<file path="config.mk">
export PLATFORM = sky130hd
export DESIGN_NAME = reg_file_param
export DESIGN_NICKNAME = d
export VERILOG_FILES = /design/src/rtl/reg_file_param.sv
export SDC_FILE = /design/constraint.sdc
export NUM_CORES = 1
export LEC_CHECK = 0
export ABC_AREA = 1
export CORE_AREA = 2 2 133 135
export CTS_CLUSTER_SIZE = 8
export DETAILED_ROUTE_END_ITERATION = 16
export DIE_AREA = 0 0 135 137
export DONT_BUFFER_PORTS = 1
export REMOVE_ABC_BUFFERS = 1
export SETUP_SLACK_MARGIN = 0.15
export SYNTH_ARGS = -nofsm -noshare
export SYNTH_HDL_FRONTEND = slang
export SYNTH_SLANG_ARGS = --single-unit
</file>
<file path="constraint.sdc">
create_clock -name CLK -period 1.7 [get_ports CLK]
set_clock_uncertainty 0.2 [all_clocks]
set_input_delay 0.255 -clock CLK [delete_from_list [all_inputs] [get_ports CLK]]
set_output_delay 0.255 -clock CLK [all_outputs]
set_load 0.005 [all_outputs]
</file>
<file path="src/rtl/reg_file_param.sv">
// Parameterised register file: 2 async read ports, 1 sync write port, optional
// write-to-read bypass, optional hardwired zero register, sequenced soft clear.

module reg_file_entry #(
  parameter int WIDTH = 8
) (
  input  logic             clk,
  input  logic             rst_n,
  input  logic             wr_en,
  input  logic             clr,
  input  logic [WIDTH-1:0] d,
  output logic [WIDTH-1:0] q
);
  // Clear and write never overlap (writes are dropped during the sweep).
  always_ff @(posedge clk or negedge rst_n) begin
    if (!rst_n)     q <= '0;
    else if (clr)   q <= '0;
    else if (wr_en) q <= d;
  end
endmodule

module reg_file_param #(
  parameter int WIDTH    = 8,
  parameter int DEPTH    = 8,
  parameter int AW       = $clog2(DEPTH),
  parameter int BYPASS   = 1,
  parameter int ZERO_REG = 0
) (
  input  logic                    CLK,
  input  logic                    RESET,
  input  logic [WIDTH-1:0]        IN,
  input  logic [AW-1:0]           INADDRESS,
  input  logic                    WRITE,
  input  logic [AW-1:0]           OUT1ADDRESS,
  input  logic [AW-1:0]           OUT2ADDRESS,
  output logic signed [WIDTH-1:0] OUT1,
  output logic signed [WIDTH-1:0] OUT2,
  input  logic                    CLEAR,
  output logic                    BUSY,
  output logic                    WRITE_DROP
);
  localparam logic [0:0] IDLE  = 1'b0;
  localparam logic [0:0] SWEEP = 1'b1;

  logic [0:0]                  state;
  logic [AW-1:0]               idx;
  logic                        busy;
  logic                        wr_zero;
  logic                        wr_ok;
  logic [DEPTH-1:0][WIDTH-1:0] regs;

  assign busy    = (state == SWEEP);
  assign BUSY    = busy;
  assign wr_zero = (ZERO_REG != 0) && (INADDRESS == '0);
  assign wr_ok   = WRITE && !busy && !wr_zero;

  // Index wraps to 0 naturally on the last sweep edge since DEPTH is a power of two.
  always_ff @(posedge CLK or negedge RESET) begin
    if (!RESET) begin
      state      <= IDLE;
      idx        <= '0;
      WRITE_DROP <= 1'b0;
    end else begin
      WRITE_DROP <= busy && WRITE && !wr_zero;
      case (state)
        IDLE: begin
          if (CLEAR) begin
            state <= SWEEP;
            idx   <= '0;
          end
        end
        SWEEP: begin
          idx <= idx + AW'(1);
          if (idx == AW'(DEPTH - 1)) state <= IDLE;
        end
        default: state <= IDLE;
      endcase
    end
  end

  for (genvar i = 0; i < DEPTH; i++) begin : g_ent
    if (ZERO_REG != 0 && i == 0) begin : g_zero
      assign regs[i] = '0;
    end else begin : g_reg
      reg_file_entry #(.WIDTH(WIDTH)) u_ent (
        .clk   (CLK),
        .rst_n (RESET),
        .wr_en (wr_ok && (INADDRESS == AW'(i))),
        .clr   (busy && (idx == AW'(i))),
        .d     (IN),
        .q     (regs[i])
      );
    end
  end

  // wr_ok already excludes BUSY and the zero register, so it doubles as the bypass qualifier.
  always_comb begin
    OUT1 = regs[OUT1ADDRESS];
    OUT2 = regs[OUT2ADDRESS];
    if (BYPASS != 0 && wr_ok && INADDRESS == OUT1ADDRESS) OUT1 = IN;
    if (BYPASS != 0 && wr_ok && INADDRESS == OUT2ADDRESS) OUT2 = IN;
  end
endmodule

</file>
; Word-level counts from Yosys, hierarchy flattened
; Cells that the tools add are included.
[totals]
register_bits = 69
in_bits = 21
output_inout_bits = 18
word_cells = 90
[classes]
addsub = 1
order_cmp = 2
eq_ne = 17
n_mux = 27
n_bitwise = 1
reduce_logical = 31
[ops]
columns = cell, count
row1 = two-way mux 8 bit, 20
row2 = binary-select mux 8 bit (select 3 bit), 2
row3 = "== test 3 bit, second input constant", 8
row4 = logical AND 1 bit, 20
row5 = nonzero test 2 bit, 8
row6 = "== test 3 x 2 -> 1 bit, second input constant", 4
row7 = "< comparator 3 x 4 -> 1 bit, second input constant", 2
row8 = "== test 3 x 1 -> 1 bit, second input constant", 2
row9 = == test 3 bit, 2
row10 = logical NOT 3 bit, 2
row11 = one-hot mux 3 bit (2 select lines), 1
row12 = "adder 3 x 1 -> 3 bit, second input constant", 1
row13 = two-way mux 3 bit, 1
row14 = two-way mux 1 bit, 2
row15 = "!= test 2 bit, second input constant", 1
row16 = one-hot mux 1 bit (2 select lines), 1
row17 = logical NOT 1 bit, 1
row18 = inverter 1 bit, 1

; Logic depth before layout (Yosys ltp)
; Gate-level depths: netlist (run 1).
[logic_depth]
ltp_word = 5
ltp_mapped = 9
mapped_depth_nobuf = 8

; Modules after synthesis
; Synthesis (run 1) repeated with hierarchy kept, for this count alone.
[unflattened]
hier_cells = 724
area_unflattened_um2 = 4808.4
[modules_own_cells]
columns = module, n_inst, cells_per_inst, area_per_inst_um2, seq_area_each_um2
row1 = reg_file_entry, 8, 35, 335.3, 200.2
row2 = reg_file_param, 1, 444, 2125.8, 125.1

; Least setup slack after synthesis (run 1)
; OpenSTA, ideal clock, no wires.
[synth_path]
path_type = reg-to-output
start = reg state, in the netlist BUSY
end = out OUT2[0]
arrival_ns = 1.033
required_time_ns = 1.245
slack_ns = 0.212
stages_incl_launch_ff = 8
n_path_buf = 0
path_cell_list = dfrtp_1 > nor2_1 > nand2_1 > nor2_2 > nand2_4 > clkinv_2 > nand2_1 > nand2_1
[synth_via]
elab_chain_len = 4
[synth_lines]
columns = element, line_no
row1 = "start, declared", 45  ; logic [0:0] state;
row2 = "start signal, assigned", 60  ; state <= IDLE;
row3 = "start signal, assigned", 68  ; state <= SWEEP;
row4 = "start signal, assigned", 74  ; if (idx == AW'(DEPTH - 1)) state <= IDLE;
row5 = logical NOT 1 bit, 55  ; assign wr_ok = WRITE && !busy && !wr_zero;
row6 = logical AND 1 bit, 55
row7 = logical AND 1 bit, 101  ; if (BYPASS != 0 && wr_ok && INADDRESS == OUT2ADDRESS) OUT2 = IN;
row8 = two-way mux 8 bit, 101
row9 = "end, declared", 37  ; output logic signed [WIDTH-1:0] OUT2,
; Every way passes these cells.

; Final worst setup path (run 1)
[layout_path]
start = reg state, in the netlist BUSY
end = out OUT1[4]
[layout_via]
elab_chain_len = 4
[layout_lines]
columns = element, line_no
row1 = logical NOT 1 bit, 55
row2 = logical AND 1 bit, 55
row3 = logical AND 1 bit, 100  ; if (BYPASS != 0 && wr_ok && INADDRESS == OUT1ADDRESS) OUT1 = IN;
row4 = two-way mux 8 bit, 100
row5 = "end, declared", 36  ; output logic signed [WIDTH-1:0] OUT1,
; Every way passes these cells.

==> metrics.yaml, run 1 <==
synth:
  synth_cell_types: 20
  yosysWarnings: 0
  ys_seq_area_frac: 0.411
  synth_area_sq_mm: 0.00420
  ys_ff_latch: 69
  synthCells: 591
  syn_area_per_cell_sq_um: 7.11
floorplanning:
  io_pins: 39
  core.rowCount: 48
  die_area_sq_mm: 0.0185
  dieHeight_microns: 137
  fp.dieW_microns: 135
  core-area_sq_mm: 0.0171
  initial_utilization: 0.246
grt:
  grt_pass1_wl_microns: 22600
  met3_usage: 0.0533
  busiest_layer: "met2"
  grt-ovfl-total: 0
  antenna_found_initial: 0
  grt_pass1_vias: 4046
  grt.met1_usage: 0.208
  grt.total_usage: 0.159
  use_met2: 0.248
  grt_max_degree: 70
routing:
  routed_via_density: 5.10
  wl_per_cell_microns: 17.6
  drc: 0
  antenna_left: 0
  postRouteWirelength_microns: 14900
  vias: 4310
  drtIter0Drc: 336
  dr.pass1.iters: 5
timing:
  slew_headroom: 0.556
  setup-violations-final: 80
  tightest_slew_ps: 665
  setup_slack_ps: -269
  min_period_over_period: 1.16
  rsz0062_at_grt: "yes"
  max_clock_freq_mhz: 508
  holdWs_ps: -595
  finalHoldViolCount: 69
  post-route-min-period_ps: 1970
  finalMaxSlewViolations: 0
worst_setup_path:
  cp_max_fo: 8
  critPathLaunchType: "flip-flop"
  arrival_ps: 1510
  endpoint_kind: "output pin"
  crit_type: "reg2out"
  r2r_cells: 10
  cp.required_ps: 1240
final_layout:
  final_cell_mix: "161 x nand2_1, 114 x nand3_1, 72 x inv_1"
  fill_cells: 1785
  nets: 642
  synthToLayoutAreaGrowth_pct: 37.6
  drive_above_1_share: 0.294
  fin_cells: 845
  num_antenna_cells: 0
  mostFrequentLayoutCell: "nand2_1"
clock_network:
  hold_buffers: 5
  cts.sinks: 69
  htreeDepth: 3
  clk_pin_slew_ps: 60
  clk_path_buf_depth: 2
  clockRootBuffer: "clkbuf_16"
  cts-buffers-inserted: 9
  cts_tree: "built"
  clk_latency_ps: 340
outcome:
  outcome: "finished, violations left"
  violations: "negative hold slack, negative setup slack"
power:
  p_int_uw: 4330
  leakagePower_uw: 0.00286
  swShare: 0.376
  power_density_mw_per_mm2: 1200
  seqPwrFrac: 0.321
  comb_power_share: 0.408
  clkPwrFrac: 0.271
  vdd_drop_max_mv: 0.522
  p_switching_uw: 2610
  power_uw: 6940
placed_design:
  place.gp.congestion: 0.888
  port_buffers: 0
  hpwl_microns: 9790
  dp_cells: 812
job:
  maxCapViolCount: 0
hold_path:
  hp-class: "in2async"
-- critical path, stage by stage (launching register included) --
cell and delay (ps):
dfrtp_1 400, nor2_2 140, nand2_2 80, nor2_4 140, nand2_4 120, inv_8 120, nand2_2 50, nand2_2 100
-- cell usage after synthesis --
library cell | count | share of area
nor2_4 | 2 | 0.0054
clkinv_4 | 1 | 0.0021
nand2_2 | 13 | 0.019
o21ai_1 | 5 | 0.0060
a21oi_1 | 1 | 0.0012
buf_2 | 16 | 0.019
nor2_1 | 5 | 0.0045
o22ai_1 | 57 | 0.085
clkbuf_1 | 2 | 0.0018
inv_2 | 8 | 0.0071
o21ai_0 | 5 | 0.0060
inv_1 | 73 | 0.065
nand2_4 | 6 | 0.016
nand2_1 | 186 | 0.17
clkinv_2 | 1 | 0.0012
dfrtp_1 | 69 | 0.41
ha_1 | 6 | 0.018
nor2_2 | 6 | 0.0089
buf_4 | 5 | 0.0089
nand3_1 | 124 | 0.15
-- kinds of logic (layout without fill, tap and decap cells) --
| group | after synthesis | in the layout | share of synthesized area |
|---|---|---|---|
| adder cells (fa/ha/maj) | 6 | 6 | 0.0179 |
| AO/OA/AOI/OAI | 68 | 68 | 0.0979 |
| flip-flops | 69 | 69 | 0.411 |
| AND/OR/NAND/NOR | 342 | 343 | 0.368 |
| buffers and inverters | 106 | 134 | 0.105 |
-- through the flow --
step	area [sq um]	worst slack, ps	setup TNS (ps)	util	hold WS [ps]
floorplan	4080	101	0	-	-241
global placement	4530	79.2	0	0.265	-235
detailed placement	4530	73.4	0	0.265	-238
CTS	5380	-210	-2930	0.315	-600
global route	5780	-340	-15820	0.339	-604
finish	5780	-269	-12020	0.339	-595
-- layout make-up --
type	instances	area [sq um]	area share
multi-input cells	417	2710	0.469
flip-flops and latches	69	1730	0.299
repair buffers	35	433	0.0749
inverters	83	334	0.0578
well taps	225	282	0.0487
clock buffers	10	229	0.0396
clock inverters	6	63.8	0.0110
-- state kept, by name (all words and copies together) (netlist names) --
register,cells
BUSY,1
g_ent.g_reg.u_ent.q,64
WRITE_DROP,1
idx,3
-- metal layers --
metal	wire, microns	vias to the layer above
met5	0	-
met4	318	0
met3	1340	25
met2	6790	188
met1	6410	2107
li1	-	1990
-- timing repair --
action / CTS / global route
endpoints found under the setup margin: 49 / 83
gates cloned: 1 / 2
setup buffers: 5 / 4
endpoints found under the hold margin: 78 / 69
gates resized for setup: 98 / 73
pin swaps: 16 / 17
-- power by group through the flow --
| stage | sequential, uW | clock [uW] | combinational [uW] |
|---|---|---|---|
| final | 2230 | 1880 | 2830 |
| after global routing | 2280 | 1970 | 3070 |
| after CTS | 2230 | 1900 | 2370 |
| after detailed placement | 2250 | 0 | 1920 |
| after global placement | 2240 | 0 | 1910 |
| after floorplan | 2240 | 0 | 1370 |
-- worst paths after layout --
kind | start | to | slack, ps
max | BUSY | OUT1[4] | -270
max reg2reg | BUSY | g_ent[5].g_reg.u_ent.q[1] | -200
min reg2reg | g_ent[4].g_reg.u_ent.q[3] | g_ent[4].g_reg.u_ent.q[3] | 330
max in group asynchronous | RESET | g_ent[3].g_reg.u_ent.q[2] | 1800
min in group CLK | INADDRESS[1] | g_ent[0].g_reg.u_ent.q[6] | 40
min | RESET | g_ent[4].g_reg.u_ent.q[4] | -600
(Power assumes the default switching activity.)
==> run 2: changes to the inputs <==
Settings changed: DONT_BUFFER_PORTS 1 to not set.
==> metrics.yaml, run 2 (same netlist as run 1, synthesis figures left out) <==
final_layout:
  num_antenna_cells: 0
  nets: 753
  largestRegisters: "g_ent.g_reg.u_ent.q x64, idx x3"
  final_cell_mix: "162 x nand2_1, 109 x nand3_1, 80 x buf_4"
  top_register: "g_ent.g_reg.u_ent.q"
  mostFrequentLayoutCell: "nand2_1"
  largest_reg_flops: 64
  synthToLayoutAreaGrowth_pct: 60.0
  drive_above_1_share: 0.379
clock_network:
  clockRootBuffer: "clkbuf_16"
  cts_tree: "built"
  cts.sinks: 69
  clk_pin_slew_ps: 60
  clk_path_buf_depth: 2
  cts-buffers-inserted: 9
  htreeDepth: 3
  clk_latency_ps: 350
floorplanning:
  io_pins: 39
  core-area_sq_mm: 0.0171
  core.rowCount: 48
  fp.dieW_microns: 135
  dieHeight_microns: 137
  initial_utilization: 0.246
  die_area_sq_mm: 0.0185
timing:
  setup-violations-final: 76
  min_period_over_period: 1.27
  holdWs_ps: 169
  slew_headroom: 0.622
  tightest_slew_ps: 566
  rsz0062_at_grt: "yes"
  finalMaxSlewViolations: 0
  setup_slack_ps: -453
  post-route-min-period_ps: 2150
  finalHoldViolCount: 0
  tns_ps: -12330
  max_clock_freq_mhz: 464
routing:
  routed_via_density: 4.89
  dr.pass1.iters: 5
  vias: 4671
  wl_per_cell_microns: 16.6
  antenna_left: 0
  postRouteWirelength_microns: 15800
  drtIter0Drc: 447
  drc: 0
job:
  maxCapViolCount: 0
power:
  vdd_drop_max_mv: 0.555
  leakagePower_uw: 0.00339
  seqPwrFrac: 0.294
  p_int_uw: 4750
  p_switching_uw: 2850
  power_uw: 7600
  clkPwrFrac: 0.260
  swShare: 0.375
  power_density_mw_per_mm2: 1130
  comb_power_share: 0.446
hold_path:
  hp-class: "in2reg"
outcome:
  outcome: "finished, violations left"
  violations: "negative setup slack"
worst_setup_path:
  endpoint_kind: "output pin"
  crit_type: "reg2out"
  critPathLaunchType: "flip-flop"
  arrival_ps: 1700
  cp.required_ps: 1240
  cp_max_fo: 4
grt:
  grt.total_usage: 0.176
  grt_pass1_vias: 4613
  grt-ovfl-total: 0
  antenna_found_initial: 0
  grt_max_degree: 70
  grt_pass1_wl_microns: 24800
placed_design:
  hpwl_microns: 10900
  port_buffers: 38
  place.gp.congestion: 0.921
run 2: changes by cell type in the layout (fill, tap and decap cells not counted), moves of 8 or more:
cell / before / now
buf_2: 0 / 13
buf_4: 8 / 80
buf_6: 10 / 18
dlygate4sd2_1: 0 / 10
clkdlybuf4s50_1: 0 / 10
run 2: path summary, 6_finish.rpt:
kind                                              to  depth (start not counted)                 startpoint  slack, ps
max in group asynchronous  g_ent[0].g_reg.u_ent.q[2]                          3                      RESET        720
min                                       WRITE_DROP                          4                      WRITE        170
max reg2reg                g_ent[0].g_reg.u_ent.q[7]                          9                       BUSY       -120
min in group asynchronous                     idx[1]                          3                      RESET        240
min reg2reg                g_ent[1].g_reg.u_ent.q[5]                          2  g_ent[1].g_reg.u_ent.q[5]        340
max                                          OUT1[2]                          9                       BUSY       -450
run 2: worst max-delay path, cell delays in order (launching register included):
cell	delay (ps)
dfrtp_1	390
nor2_2	130
nand2_1	90
nor2_2	150
nand2_4	80
buf_12	140
buf_12	120
nand3_2	60
nand2_1	60
buf_2	120
run 2: power groups by stage:
stage                     combinational (uW)  clock (uW)  sequential [uW]
after floorplan                         1370           0             2240
after CTS                               3140        2010             2230
after global placement                  2620           0             2240
final                                   3390        1980             2230
after detailed placement                2630           0             2260
after global routing                    3690        2080             2280
run 2: per-layer routing:
metal | GRT usage | part of all wire | vias to the layer above | routed length, microns
met5 | 0 | 0 | - | 0
met4 | 0.0515 | 0.017 | 0 | 267
met3 | 0.0422 | 0.065 | 24 | 1030
met2 | 0.275 | 0.46 | 164 | 7290
met1 | 0.242 | 0.46 | 2273 | 7240
li1 | - | - | 2210 | -
run 2: what timing repair did:
| item | CTS | global route |
|---|---|---|
| cloned | 0 | 0 |
| setup endpoints to repair | 77 | 83 |
| hold endpoints to repair | 69 | 0 |
| hold buffers | 1 | 0 |
| resized for setup | 204 | 55 |
| pin swaps | 34 | 14 |
| buffers inserted | 11 | 2 |
run 2: stage by stage:
step	util	setup WS, ps	cell area (sq um)	cells
after global placement	0.322	-900	5490	926
final	0.394	-453	6730	956
after CTS	0.378	-456	6450	954
after floorplan	-	101	4080	568
after detailed placement	0.322	-874	5490	926
after global routing	0.394	-532	6730	956
run 2: area by class of cell:
type	count	area (sq um)
flip-flops and latches	69	1730
fillers	1740	10300
clock inverters	6	72.6
clock buffers	10	239
inverters	83	339
repair buffers	147	1330
well taps	225	282
multi-input cells	416	2740
==> run 3: changes to the inputs <==
Clock period 1.7 ns to 2.06 ns, I/O delays scaled along.
==> metrics.yaml, run 3 (same netlist as run 1, synthesis figures left out) <==
outcome:
  outcome: "finished, violations left"
  violations: "negative setup slack"
clock_network:
  cts_tree: "built"
  clk_path_buf_depth: 2
  cts-buffers-inserted: 9
  clk_latency_ps: 330
  cts.sinks: 69
  clk_pin_slew_ps: 50
  htreeDepth: 3
  clockRootBuffer: "clkbuf_16"
worst_setup_path:
  r2r_start: "BUSY"
  critPathLaunchType: "flip-flop"
  crit_type: "reg2out"
  endpoint_kind: "output pin"
  timing.rr.end: "g_ent[1].g_reg.u_ent.q[0]"
  r2r_cells: 7
  cp_max_fo: 4
  cp.required_ps: 1550
  arrival_ps: 1610
  regToRegSetupSlack_ps: 310
timing:
  slew_headroom: 0.737
  finalMaxSlewViolations: 0
  min_period_over_period: 1.03
  finalHoldViolCount: 0
  rsz0062_at_grt: "yes"
  tightest_slew_ps: 395
  setup_slack_ps: -63.1
  post-route-min-period_ps: 2120
  max_clock_freq_mhz: 471
  setup-violations-final: 14
power:
  seqPwrFrac: 0.335
  clkPwrFrac: 0.311
  p_int_uw: 3540
  power_density_mw_per_mm2: 969
  comb_power_share: 0.354
  leakagePower_uw: 0.00298
  vdd_drop_max_mv: 0.497
  p_switching_uw: 1970
  swShare: 0.358
hold_path:
  hold-path-endpoint: "WRITE_DROP"
  holdPathStages: 4
  hp-class: "in2reg"
  min_from: "WRITE"
final_layout:
  fin_cells: 903
  mostFrequentLayoutCell: "nand2_1"
  fill_cells: 1867
  drive_above_1_share: 0.235
  synthToLayoutAreaGrowth_pct: 35.4
  largest_reg_flops: 64
  num_antenna_cells: 0
  largestRegisters: "g_ent.g_reg.u_ent.q x64, idx x3"
  nets: 701
  top_register: "g_ent.g_reg.u_ent.q"
  final_cell_mix: "164 x nand2_1, 113 x nand3_1, 72 x inv_1"
  utilization: 0.334
floorplanning:
  fp.dieW_microns: 135
  core-area_sq_mm: 0.0171
  io_pins: 39
  dieHeight_microns: 137
  die_area_sq_mm: 0.0185
  core.rowCount: 48
  initial_utilization: 0.246
routing:
  wl_per_cell_microns: 16.3
  dr.pass1.iters: 5
  vias: 4414
  top_layer: "met4"
  drc: 0
  wl_met2_microns: 6280
  wl_met1_microns: 6990
  antenna_left: 0
  drtIter0Drc: 450
  wl_met3_microns: 1080
  postRouteWirelength_microns: 14700
  routed_via_density: 4.89
placed_design:
  dp_cells: 877
  port_buffers: 38
  hpwl_microns: 10600
  place.gp.congestion: 0.926
grt:
  antenna_found_initial: 0
  grt-ovfl-total: 0
  grt_pass1_wl_microns: 23800
  grt_pass1_vias: 4430
  grt_max_degree: 70
  grt.total_usage: 0.167
job:
  maxCapViolCount: 0
run 3: changes by cell type in the layout (fill, tap and decap cells not counted), sizes merged:
cell | previous run | this run
clkdlybuf4s15 | 0 | 1
inv | 81 | 82
clkinv | 6 | 2
bufinv | 1 | 2
buf | 126 | 73
clkinvlp | 1 | 0
clkdlybuf4s50 | 10 | 11
clkbuf | 10 | 12
dlygate4sd2 | 10 | 9
run 3: cell type report:
type | count | area (sq um) | area share
clock inverter | 3 | 68.8 | 0.0121
clock buffer | 12 | 256 | 0.0451
sequential | 69 | 1730 | 0.303
inverter | 83 | 324 | 0.0569
multi-input combinational | 416 | 2170 | 0.381
timing repair buffer | 95 | 863 | 0.152
tap | 225 | 282 | 0.0495
run 3: power groups by stage:
stage / combinational (uW) / clock (uW) / sequential (uW)
after global placement: 1890 / 0 / 1850
after detailed placement: 1900 / 0 / 1870
after global routing: 2180 / 1800 / 1890
after CTS: 1920 / 1750 / 1850
final: 1950 / 1710 / 1850
after floorplan: 1130 / 0 / 1850
run 3: repair_timing:
action,in CTS,in global routing
pin swaps,23,8
gates resized for setup,120,14
hold buffers,1,0
setup endpoints to repair,17,17
setup buffers,10,0
hold endpoints to repair,69,0
cloned,0,0
run 3: how the worst max path moves through the flow:
stage / cells after the start / from / end / slack (ps)
4_1_cts: 10 / BUSY / OUT2[4] / -110
2_1_floorplan: 7 / BUSY / OUT2[0] / 410
3_5_place_dp: 10 / INADDRESS[2] / OUT2[4] / -660
3_3_place_gp: 10 / OUT1ADDRESS[0] / OUT1[7] / -650
6_report: 10 / BUSY / OUT2[4] / -60
5_1_grt: 9 / BUSY / OUT1[3] / -130
run 3: critical path, cell delays in order, from the launching register on:
cell and delay (ps):
dfrtp_1 410, nor2_4 170, nand2_2 80, nor2_4 100, nand2_4 80, clkinv_4 60, buf_6 90, buf_6 80
nand2_2 40, nand2_2 70, buf_2 110
run 3: metal layers:
metal  global-route usage  vias to the layer above
met1                0.233                     2081
met2                0.256                      200
met3               0.0363                       29
li1                     -                     2104
met4               0.0608                        0
met5                    0                        -
run 3: stage by stage:
step                TNS [ps]  setup WS (ps)  hold WS [ps]  area [sq um]  total power (uW)
finish                  -446          -63.1           222          5690              5510
global route           -1480           -128           251          5690              5870
CTS                    -1080           -107           220          5640              5510
detailed placement     -9990           -655           175          5150              3770
global placement       -9750           -648           165          5150              3740
floorplan                  0            407          -187          4080              2980
